`src/rtl/lsu_mem_stage_if.sv`:
```
// Data-memory bus between the load/store unit (master) and the memory (slave).
// One outstanding transaction; mem_ack is a single-cycle completion strobe.
interface lsu_mem_stage_if;
    logic        mem_req;
    logic        mem_we;
    logic [31:0] mem_addr;
    logic [31:0] mem_wdata;
    logic [3:0]  mem_be;
    logic [31:0] mem_rdata;
    logic        mem_ack;

    modport master (
        output mem_req, mem_we, mem_addr, mem_wdata, mem_be,
        input  mem_rdata, mem_ack
    );

    modport slave (
        input  mem_req, mem_we, mem_addr, mem_wdata, mem_be,
        output mem_rdata, mem_ack
    );
endinterface

```
`src/rtl/lsu_mem_stage.sv`:
```
// Memory stage of the load/store unit: runs one req/ack bus transaction per start and returns
// an extended load result, flagging misalignment, illegal widths and bus timeouts.
module lsu_mem_stage #(
    parameter int unsigned TIMEOUT_CYCLES = 255
) (
    input  logic            clk,
    input  logic            rst,
    input  logic            start,
    input  logic            is_store,
    input  logic [2:0]      funct3,
    input  logic [31:0]     addr,
    input  logic [31:0]     store_data,
    output logic            busy,
    output logic            done,
    output logic [1:0]      exc,
    output logic [31:0]     load_data,
    lsu_mem_stage_if.master mem
);

    localparam logic [15:0] TimeoutLast = 16'(TIMEOUT_CYCLES - 1);

    typedef enum logic [1:0] {StIdle, StWait, StResp} state_e;

    state_e      state_q, state_d;
    logic [1:0]  exc_q, exc_d;
    logic [15:0] cnt_q, cnt_d;
    logic [31:0] load_q, load_d;
    logic        st_q, st_d;
    logic [2:0]  f3_q, f3_d;
    logic [1:0]  off_q, off_d;
    logic        we_q, we_d;
    logic [31:0] maddr_q, maddr_d;
    logic [31:0] wdata_q, wdata_d;
    logic [3:0]  be_q, be_d;

    logic        illegal, misaligned;
    logic [3:0]  be_dec;
    logic [31:0] wdata_dec;
    logic [31:0] rshift, load_ext;

    // Request decode straight from the core-side inputs.
    always_comb begin
        illegal    = is_store ? (funct3[2] || funct3[1:0] == 2'b11)
                              : (funct3 == 3'b011 || funct3[2:1] == 2'b11);
        misaligned = (funct3[1:0] == 2'b01 && addr[0]) ||
                     (funct3[1:0] == 2'b10 && addr[1:0] != 2'b00);
        case (funct3[1:0])
            2'b00: begin
                be_dec    = 4'b0001 << addr[1:0];
                wdata_dec = {4{store_data[7:0]}};
            end
            2'b01: begin
                be_dec    = addr[1] ? 4'b1100 : 4'b0011;
                wdata_dec = {2{store_data[15:0]}};
            end
            default: begin
                be_dec    = 4'b1111;
                wdata_dec = store_data;
            end
        endcase
    end

    // Shift the addressed lane down to bit 0; word loads are always aligned so off_q is 0.
    always_comb begin
        rshift = mem.mem_rdata >> {off_q, 3'b000};
        case (f3_q)
            3'b000:  load_ext = {{24{rshift[7]}}, rshift[7:0]};
            3'b001:  load_ext = {{16{rshift[15]}}, rshift[15:0]};
            3'b100:  load_ext = {24'h0, rshift[7:0]};
            3'b101:  load_ext = {16'h0, rshift[15:0]};
            default: load_ext = rshift;
        endcase
    end

    always_comb begin
        state_d = state_q;
        exc_d   = exc_q;
        cnt_d   = cnt_q;
        load_d  = load_q;
        st_d    = st_q;
        f3_d    = f3_q;
        off_d   = off_q;
        we_d    = we_q;
        maddr_d = maddr_q;
        wdata_d = wdata_q;
        be_d    = be_q;
        case (state_q)
            StIdle: begin
                if (start) begin
                    st_d  = is_store;
                    f3_d  = funct3;
                    off_d = addr[1:0];
                    if (illegal) begin
                        exc_d   = 2'b10;
                        state_d = StResp;
                    end else if (misaligned) begin
                        exc_d   = 2'b01;
                        state_d = StResp;
                    end else begin
                        cnt_d   = 16'd0;
                        we_d    = is_store;
                        maddr_d = {addr[31:2], 2'b00};
                        be_d    = be_dec;
                        wdata_d = wdata_dec;
                        state_d = StWait;
                    end
                end
            end
            StWait: begin
                cnt_d = cnt_q + 16'd1;
                // An ack on the final allowed cycle still completes normally.
                if (mem.mem_ack) begin
                    exc_d   = 2'b00;
                    state_d = StResp;
                    if (!st_q) begin
                        load_d = load_ext;
                    end
                end else if (cnt_q == TimeoutLast) begin
                    exc_d   = 2'b11;
                    state_d = StResp;
                end
            end
            StResp: begin
                state_d = StIdle;
            end
            default: begin
                state_d = StIdle;
            end
        endcase
    end

    always_ff @(posedge clk) begin
        if (rst) begin
            state_q <= StIdle;
            exc_q   <= 2'b00;
            cnt_q   <= 16'd0;
            load_q  <= 32'h0;
            st_q    <= 1'b0;
            f3_q    <= 3'b000;
            off_q   <= 2'b00;
            we_q    <= 1'b0;
            maddr_q <= 32'h0;
            wdata_q <= 32'h0;
            be_q    <= 4'b0000;
        end else begin
            state_q <= state_d;
            exc_q   <= exc_d;
            cnt_q   <= cnt_d;
            load_q  <= load_d;
            st_q    <= st_d;
            f3_q    <= f3_d;
            off_q   <= off_d;
            we_q    <= we_d;
            maddr_q <= maddr_d;
            wdata_q <= wdata_d;
            be_q    <= be_d;
        end
    end

    assign busy          = (state_q == StIdle) ? start : 1'b1;
    assign done          = (state_q == StResp);
    assign exc           = exc_q;
    assign load_data     = load_q;
    assign mem.mem_req   = (state_q == StWait);
    assign mem.mem_we    = we_q;
    assign mem.mem_addr  = maddr_q;
    assign mem.mem_wdata = wdata_q;
    assign mem.mem_be    = be_q;

endmodule

```
`src/flat_wrapper.sv`:
```
// flat-port wrapper written by rule: the top's interface ports become plain ports
module lsu_mem_stage_flat 
#(
    parameter int unsigned TIMEOUT_CYCLES = 255
)
  (clk, rst, start, is_store, funct3, addr, store_data, busy, done, exc, load_data, mem_mem_req, mem_mem_we, mem_mem_addr, mem_mem_wdata, mem_mem_be, mem_mem_rdata, mem_mem_ack);
  lsu_mem_stage_if mem_i ();
  input  logic clk;
  input  logic rst;
  input  logic start;
  input  logic is_store;
  input  logic [2:0] funct3;
  input  logic [31:0] addr;
  input  logic [31:0] store_data;
  output logic busy;
  output logic done;
  output logic [1:0] exc;
  output logic [31:0] load_data;
  output wire logic [$bits(mem_i.mem_req)-1:0] mem_mem_req;
  output wire logic [$bits(mem_i.mem_we)-1:0] mem_mem_we;
  output wire logic [$bits(mem_i.mem_addr)-1:0] mem_mem_addr;
  output wire logic [$bits(mem_i.mem_wdata)-1:0] mem_mem_wdata;
  output wire logic [$bits(mem_i.mem_be)-1:0] mem_mem_be;
  input wire logic [$bits(mem_i.mem_rdata)-1:0] mem_mem_rdata;
  input wire logic [$bits(mem_i.mem_ack)-1:0] mem_mem_ack;
  assign mem_mem_req = mem_i.mem_req;
  assign mem_mem_we = mem_i.mem_we;
  assign mem_mem_addr = mem_i.mem_addr;
  assign mem_mem_wdata = mem_i.mem_wdata;
  assign mem_mem_be = mem_i.mem_be;
  assign mem_i.mem_rdata = mem_mem_rdata;
  assign mem_i.mem_ack = mem_mem_ack;
  lsu_mem_stage #(.TIMEOUT_CYCLES(TIMEOUT_CYCLES)) u_core (.clk(clk), .rst(rst), .start(start), .is_store(is_store), .funct3(funct3), .addr(addr), .store_data(store_data), .busy(busy), .done(done), .exc(exc), .load_data(load_data), .mem(mem_i));
endmodule
```
`config.mk`:
```
export PLATFORM = sky130hd
export DESIGN_NAME = lsu_mem_stage_flat
export DESIGN_NICKNAME = d
export VERILOG_FILES = /design/src/rtl/lsu_mem_stage_if.sv /design/src/rtl/lsu_mem_stage.sv /design/src/flat_wrapper.sv
export SDC_FILE = /design/constraint.sdc
export NUM_CORES = 1
export LEC_CHECK = 0
export ABC_AREA = 1
export CELL_PAD_IN_SITES_DETAIL_PLACEMENT = 0
export CELL_PAD_IN_SITES_GLOBAL_PLACEMENT = 1
export CORE_ASPECT_RATIO = 2
export CORE_MARGIN = 10
export CORE_UTILIZATION = 33
export DETAILED_ROUTE_END_ITERATION = 10
export PLACE_DENSITY_LB_ADDON = 0.1
export SYNTH_ARGS = -nofsm -noshare
export SYNTH_HDL_FRONTEND = slang
export SYNTH_SLANG_ARGS = --single-unit
```
`constraint.sdc`:
```
create_clock -name clk -period 2.9 [get_ports clk]
set_input_delay 0.58 -clock clk [delete_from_list [all_inputs] [get_ports clk]]
set_output_delay 0.58 -clock clk [all_outputs]
set_load 0.02 [all_outputs]
```
======== Word-level counts from Yosys, hierarchy flattened ========
Cells that the tools add are included.
operators by class
  muxes and demuxes ....................... 22
  bitwise operators ....................... 3
  shift-type cells ........................ 2
  add/sub/neg operators ................... 1
  reduce and logical (&&, ||, !) cells .... 16
  equal/unequal tests ..................... 16
operator list
  cell                                                                      count
  32-bit case mux with 4 select lines                                       1
  32-bit case mux with 2 select lines                                       1
  16-bit 2-to-1 mux                                                         3
  16-bit case mux with 2 select lines                                       1
  32-bit by 5-bit right shift with 32-bit output                            1
  2-bit 2-to-1 mux                                                          10
  16-bit by 1-bit adder with 16-bit output (second input constant)          1
  16-bit by 8-bit equality test with 1-bit output (second input constant)   1
  4-bit AND reduction                                                       3
  2-bit equality test (second input constant)                               4
  2-bit case mux with 2 select lines                                        2
  4-bit case mux with 2 select lines                                        1
  3-bit equality test (second input constant)                               2
  2-bit inequality test (second input constant)                             3
  3-bit by 1-bit inequality test with 1-bit output (second input constant)  2
  2-bit by 1-bit equality test with 1-bit output (second input constant)    2
  2-bit zero test                                                           2
  4-bit 2-to-1 mux                                                          1
  2-bit AND reduction                                                       2
  2-bit nonzero test                                                        2
  1-bit by 2-bit << shifter with 4-bit output (first input constant)        1
  3-bit by 1-bit equality test with 1-bit output (second input constant)    1
  3-bit by 2-bit equality test with 1-bit output (second input constant)    1
  3-bit zero test                                                           1
  other kinds (5)                                                           11
word-level totals
  output and inout port bits .............. 106
  input port bits ......................... 104
  register bits after elaboration ......... 125

======== Logic depth before layout (Yosys ltp) ========
  depth in word-level cells ............... 7
  mapped depth ............................ 11
  gate-level depth less buffers ........... 9

======== Worst setup path before layout ========
OpenSTA, ideal clock, no wires.
  kind .................................... input to register
  start point ............................. in funct3[0]
  end point ............................... reg u_core.wdata_q[28] (netlist: u_core.mem.mem_wdata[28])
  data required time ...................... 2.782 ns
  cell stages on the path ................. 11
  setup time .............................. 0.118 ns
  arrival time ............................ 1.532 ns
  slack ................................... 1.250 ns
  path through ............................ buf_4 > nand2_1 > inv_1 > nor2_1 > nand2_2 > nand2_2 > nor2_4 > buf_6 > buf_6 > o21ai_1 > a21oi_2
between the ends
  word-level cells in the longest chain between the ends .. 5
ends and longest elaborated chain
  element                                                                       RTL line                                  RTL
  from (decl)                                                                   flat_wrapper.sv:12                        input logic [2:0] funct3;
  3-bit by 2-bit equality test with 1-bit output, or another cell as far along  lsu_mem_stage.sv:44                       : (funct3 == 3'b011 || funct3[2:1] == 2'b11);
  1-bit logical OR, or another cell as far along                                lsu_mem_stage.sv:44
  1-bit 2-to-1 mux or 1-bit logical OR (tied branches)                          lsu_mem_stage.sv:43, lsu_mem_stage.sv:45
  1-bit inverter (no source line)                                               --
  4-bit AND reduction (no source line)                                          --
  to (signal assigned)                                                          lsu_mem_stage.sv:155                      wdata_q <= wdata_d;
  to (decl)                                                                     lsu_mem_stage.sv:33                       logic [31:0] wdata_q, wdata_d;
Several ways; a longest one is shown, not always the timed one.
A chain may end at the register's enable or synchronous reset.

======== Worst setup path in the final report ========
  start point ............................. reg u_core.state_q[0]
  end point ............................... out mem_mem_req
between the ends
  word-level cells in the longest chain between the ends .. 1
ends and longest elaborated chain
  element                                         RTL line              RTL
  from (decl)                                     lsu_mem_stage.sv:24   state_e state_q, state_d;
  from (signal assigned)                          lsu_mem_stage.sv:134  state_q <= StIdle;
  from (signal assigned)                          lsu_mem_stage.sv:146  state_q <= state_d;
  2-bit by 1-bit equality test with 1-bit output  lsu_mem_stage.sv:164  assign mem.mem_req = (state_q == StWait);
  to (decl)                                       flat_wrapper.sv:19    output wire logic [$bits(mem_i.mem_req)-1:0] mem_mem_req;
No other way between the ends.

==> impl_metrics.prom <==
# TYPE chip_impl_metric gauge
chip_impl_info{name="run_status",value="finished, final reports clean"} 1
chip_impl_metric{name="pins_over_slew_limit",unit=""} 0
chip_impl_metric{name="post_synth_instance_area",unit="um^2"} 5900
chip_impl_metric{name="fin_worst_skew",unit="ps"} 5.51
chip_impl_metric{name="ys.warnings.count",unit=""} 0
chip_impl_metric{name="die_area",unit="um^2"} 23900
chip_impl_metric{name="core.rowCount",unit=""} 69
chip_impl_metric{name="hpwl_after_dpl",unit="um"} 15900
chip_impl_metric{name="coreArea",unit="um^2"} 17700
chip_impl_metric{name="number_of_diodes_added_for_antenna_fixing",unit=""} 0
chip_impl_metric{name="yosys_register_bits",unit=""} 125
chip_impl_metric{name="setup_total_negative_slack",unit="ps"} 0
chip_impl_metric{name="place.port_buffers",unit=""} 207
chip_impl_info{name="crit_path_cell_trace",value="nand2_1 > inv_2 > clkdlybuf4s50_1"} 1
chip_impl_info{name="r2r_end",value="u_core.mem.mem_wdata[7]"} 1
chip_impl_info{name="holdPathEnd",value="u_core.st_q"} 1
chip_impl_metric{name="clock_tree.htree_level_count",unit=""} 4
chip_impl_metric{name="io-pin-count",unit=""} 210
chip_impl_metric{name="cts_buffers",unit=""} 17
chip_impl_info{name="rsz0062_at_grt",value="false"} 1
chip_impl_metric{name="max_slew.worst_pin.slew",unit="ps"} 650
chip_impl_metric{name="drt_pass1_iterations",unit=""} 5
chip_impl_info{name="hp-start",value="u_core.st_q"} 1
chip_impl_metric{name="die-height",unit="um"} 209
chip_impl_metric{name="path_clk_slew",unit="ps"} 60
chip_impl_metric{name="post-place-cells",unit=""} 1236
chip_impl_metric{name="layout.nets",unit=""} 1148
chip_impl_metric{name="logic_depth_of_the_worst_register_to_register_path",unit=""} 6
chip_impl_metric{name="seq_area_frac_synth",unit="%"} 42.4
chip_impl_metric{name="timing.critical_path.fanout_max",unit=""} 16
chip_impl_metric{name="final-setup-viol-count",unit=""} 0
chip_impl_metric{name="number_of_vias_in_the_routed_layout",unit=""} 6032
chip_impl_info{name="rr_startpoint",value="u_core.state_q[0]"} 1
chip_impl_metric{name="clock_sink_count",unit=""} 125
chip_impl_metric{name="drt_drc_violations_left",unit=""} 0
chip_impl_info{name="hp-class",value="reg2reg"} 1
chip_impl_metric{name="final-instance-count-excl-fill",unit=""} 1268
chip_impl_metric{name="worst_hold_slack",unit="ps"} 472
chip_impl_metric{name="hold_buffers",unit=""} 0
chip_impl_metric{name="grt-ovfl-total",unit=""} 0
chip_impl_info{name="cts_tree",value="built"} 1
chip_impl_metric{name="buffers_plus_inverters_on_the_worst_setup_path",unit=""} 2
chip_impl_info{name="crit_slowest_cell",value="sky130_fd_sc_hd__clkdlybuf4s50_1"} 1
chip_impl_metric{name="fmax",unit="MHz"} 397
chip_impl_metric{name="p_per_area",unit="nW/um^2"} 592
chip_impl_metric{name="cts_resized",unit=""} 0
chip_impl_metric{name="final_hold_viol_count",unit=""} 0
chip_impl_metric{name="post_synth_inst_count",unit=""} 855
chip_impl_metric{name="routed_wire_length_per_instance",unit="um"} 16.8
chip_impl_metric{name="drt_first_iter_violations",unit=""} 227
chip_impl_metric{name="worst_endpoint_required_time",unit="ps"} 2320
chip_impl_metric{name="period_minus_slack",unit="ps"} 2520
chip_impl_metric{name="initial_antenna_violation_count",unit=""} 0
chip_impl_metric{name="grt_start_max_net_pins",unit=""} 104
chip_impl_metric{name="routed_wl",unit="um"} 21300
chip_impl_metric{name="floorplan.initialDensity",unit="%"} 33.3
chip_impl_info{name="worstSetupStartpoint",value="u_core.state_q[0]"} 1
chip_impl_metric{name="post_cts_setup_repair_bufs",unit=""} 0
chip_impl_metric{name="layout-drive-gt1-share",unit="%"} 7.87
chip_impl_metric{name="grt_pass1_wl",unit="um"} 33200
chip_impl_metric{name="vias_in_the_first_global_route",unit=""} 6132
chip_impl_metric{name="track_usage",unit="%"} 17.5
chip_impl_info{name="path_class",value="reg2out"} 1
chip_impl_metric{name="chipWidth",unit="um"} 115
chip_impl_metric{name="timing.reg2reg.setup_slack",unit="ps"} 790
chip_impl_metric{name="cp_peak_stage_delay",unit="ps"} 670
chip_impl_metric{name="synth_cell_types",unit=""} 30
chip_impl_metric{name="postSynthAreaPerCell",unit="um^2"} 6.90
chip_impl_info{name="clockRootBuffer",value="sky130_fd_sc_hd__clkbuf_16"} 1
chip_impl_metric{name="place_congestion",unit=""} 0.823
chip_impl_metric{name="worst-endpoint-arrival",unit="ps"} 1940
chip_impl_metric{name="vdd_ir_drop_max",unit="V"} 0.000366
chip_impl_metric{name="slew-limit-headroom",unit="%"} 56.6
chip_impl_metric{name="static-leakage-power",unit="nW"} 3.64
chip_impl_info{name="timing.critical_path.max_delay_family",value="buffers and inverters"} 1
chip_impl_metric{name="max_cap_viol_count",unit=""} 0
chip_impl_metric{name="ctsLongestPathBuffers",unit=""} 2
chip_impl_metric{name="area_growth",unit="%"} 47.5
chip_impl_info{name="critical_path.startpoint_type",value="flip-flop"} 1
chip_impl_metric{name="viasPerCell",unit=""} 4.76
chip_impl_metric{name="hold-path-cell-count",unit=""} 2
chip_impl_metric{name="min_period_over_period",unit="%"} 86.9
chip_impl_metric{name="insertion_delay",unit="ps"} 420
chip_impl_info{name="endpoint_kind",value="output pin"} 1
chip_impl_metric{name="ant_nets",unit=""} 0
## registers in the layout, summed over array words and instances, names as in the netlist
name,cells
u_core.cnt_q,16
u_core.exc,2
u_core.f3_q,3
u_core.load_data,32
u_core.mem.mem_addr,30
u_core.mem.mem_be,4
u_core.mem.mem_wdata,32
u_core.mem.mem_we,1
u_core.off_q,2
u_core.st_q,1
u_core.state_q,2
## worst max path at each step
| stage | to | slack, ps | cells after the start |
|---|---|---|---|
| final | mem_mem_req | 380 | 3 |
| after global routing | mem_mem_req | 240 | 3 |
| after CTS | mem_mem_req | 330 | 3 |
| after detailed placement | u_core.mem.mem_wdata[7] | 460 | 10 |
| after global placement | u_core.mem.mem_wdata[17] | 530 | 10 |
| after floorplan | u_core.mem.mem_wdata[28] | 1250 | 11 |
## cell usage after synthesis
master	number	area share, %
sky130_fd_sc_hd__a21o_1	7	0.89
sky130_fd_sc_hd__a21oi_1	93	7.9
sky130_fd_sc_hd__a21oi_2	4	0.59
sky130_fd_sc_hd__a31oi_1	7	0.74
sky130_fd_sc_hd__and2_1	1	0.11
sky130_fd_sc_hd__buf_1	3	0.19
sky130_fd_sc_hd__buf_2	15	1.3
sky130_fd_sc_hd__buf_4	6	0.76
sky130_fd_sc_hd__buf_6	7	1.3
sky130_fd_sc_hd__clkbuf_1	24	1.5
sky130_fd_sc_hd__conb_1	1	0.064
sky130_fd_sc_hd__dfxtp_1	125	42
sky130_fd_sc_hd__ha_1	2	0.42
sky130_fd_sc_hd__inv_1	64	4.1
sky130_fd_sc_hd__inv_2	3	0.19
sky130_fd_sc_hd__nand2_1	127	8.1
sky130_fd_sc_hd__nand2_2	5	0.53
sky130_fd_sc_hd__nand2_4	1	0.19
sky130_fd_sc_hd__nand3_1	40	3.4
sky130_fd_sc_hd__nand4_1	6	0.64
sky130_fd_sc_hd__nor2_1	146	9.3
sky130_fd_sc_hd__nor2_2	1	0.11
sky130_fd_sc_hd__nor2_4	1	0.19
sky130_fd_sc_hd__nor3_1	2	0.17
sky130_fd_sc_hd__o211ai_1	7	0.89
sky130_fd_sc_hd__o211ai_2	1	0.21
sky130_fd_sc_hd__o21ai_0	116	9.8
sky130_fd_sc_hd__o21ai_1	16	1.4
sky130_fd_sc_hd__o21bai_1	4	0.51
sky130_fd_sc_hd__or2_2	20	2.1
## logic make-up after synthesis
logic type      after synthesis  share of synthesized area, %
compound gates              255                          22.9
buf+inv                     122                          9.35
other cells                   1                        0.0636
flops                       125                          42.4
fa+ha+maj                     2                         0.424
simple gates                350                          24.8
## layout make-up
| class | instances | area [um^2] |
|---|---|---|
| Multi-Input combinational cell | 609 | 2850 |
| Sequential cell | 125 | 2500 |
| Inverter | 67 | 251 |
| Timing Repair Buffer | 222 | 2200 |
| Clock inverter | 13 | 190 |
| Clock buffer | 19 | 443 |
| Fill cell | 1798 | 9000 |
| Tap cell | 213 | 267 |
## cell usage in the layout, fill, tap and decap left out, drive strengths merged
cell and instances:
a21oi 97, o21ai 132, nor3 2, dfxtp 125
nand4 6, nand2 133, ha 2, or2 20
clkinvlp 4, o21bai 4, and2 1, conb 2
inv 68, a21o 7, a31oi 7, nand3 40
clkbuf 19, o211ai 8, clkinv 4, bufinv 4
nor2 148, buf 15, clkdlybuf4s50 207
## worst register-to-register path, stage by stage (launching register included)
cell	delay, ps
sky130_fd_sc_hd__dfxtp_1	330
sky130_fd_sc_hd__nor2_1	340
sky130_fd_sc_hd__nand2_1	430
sky130_fd_sc_hd__nor2_4	260
sky130_fd_sc_hd__buf_12	340
sky130_fd_sc_hd__o21ai_0	210
sky130_fd_sc_hd__a21oi_1	130
## power breakdown
group,internal (W),total (W),switching [W]
registers,0.00182,0.00188,0.0000566
clock network,0.00147,0.00230,0.000837
logic,0.000424,0.000963,0.000539
total,0.00371,0.00515,0.00143
## metrics by stage
step,total power [W],util [%],setup WS (ps),instance area [um^2]
after CTS,0.00523,49.2,330,8700
after detailed placement,0.00289,45.6,462,8070
after global routing,0.00539,49.2,236,8700
after global placement,0.00289,45.6,530,8070
final,0.00515,49.2,381,8700
after floorplan,0.00243,-,1250,5900
## metal layers
metal  wire (um)  track usage, %  vias to the layer above
met2       11300            31.4                      167
met5           0               0                        -
met3        1670            7.46                       20
met4         465            6.43                        0
li1            -               -                     3180
met1        7830            17.2                     2665
Power figures use the tool's default switching activity.
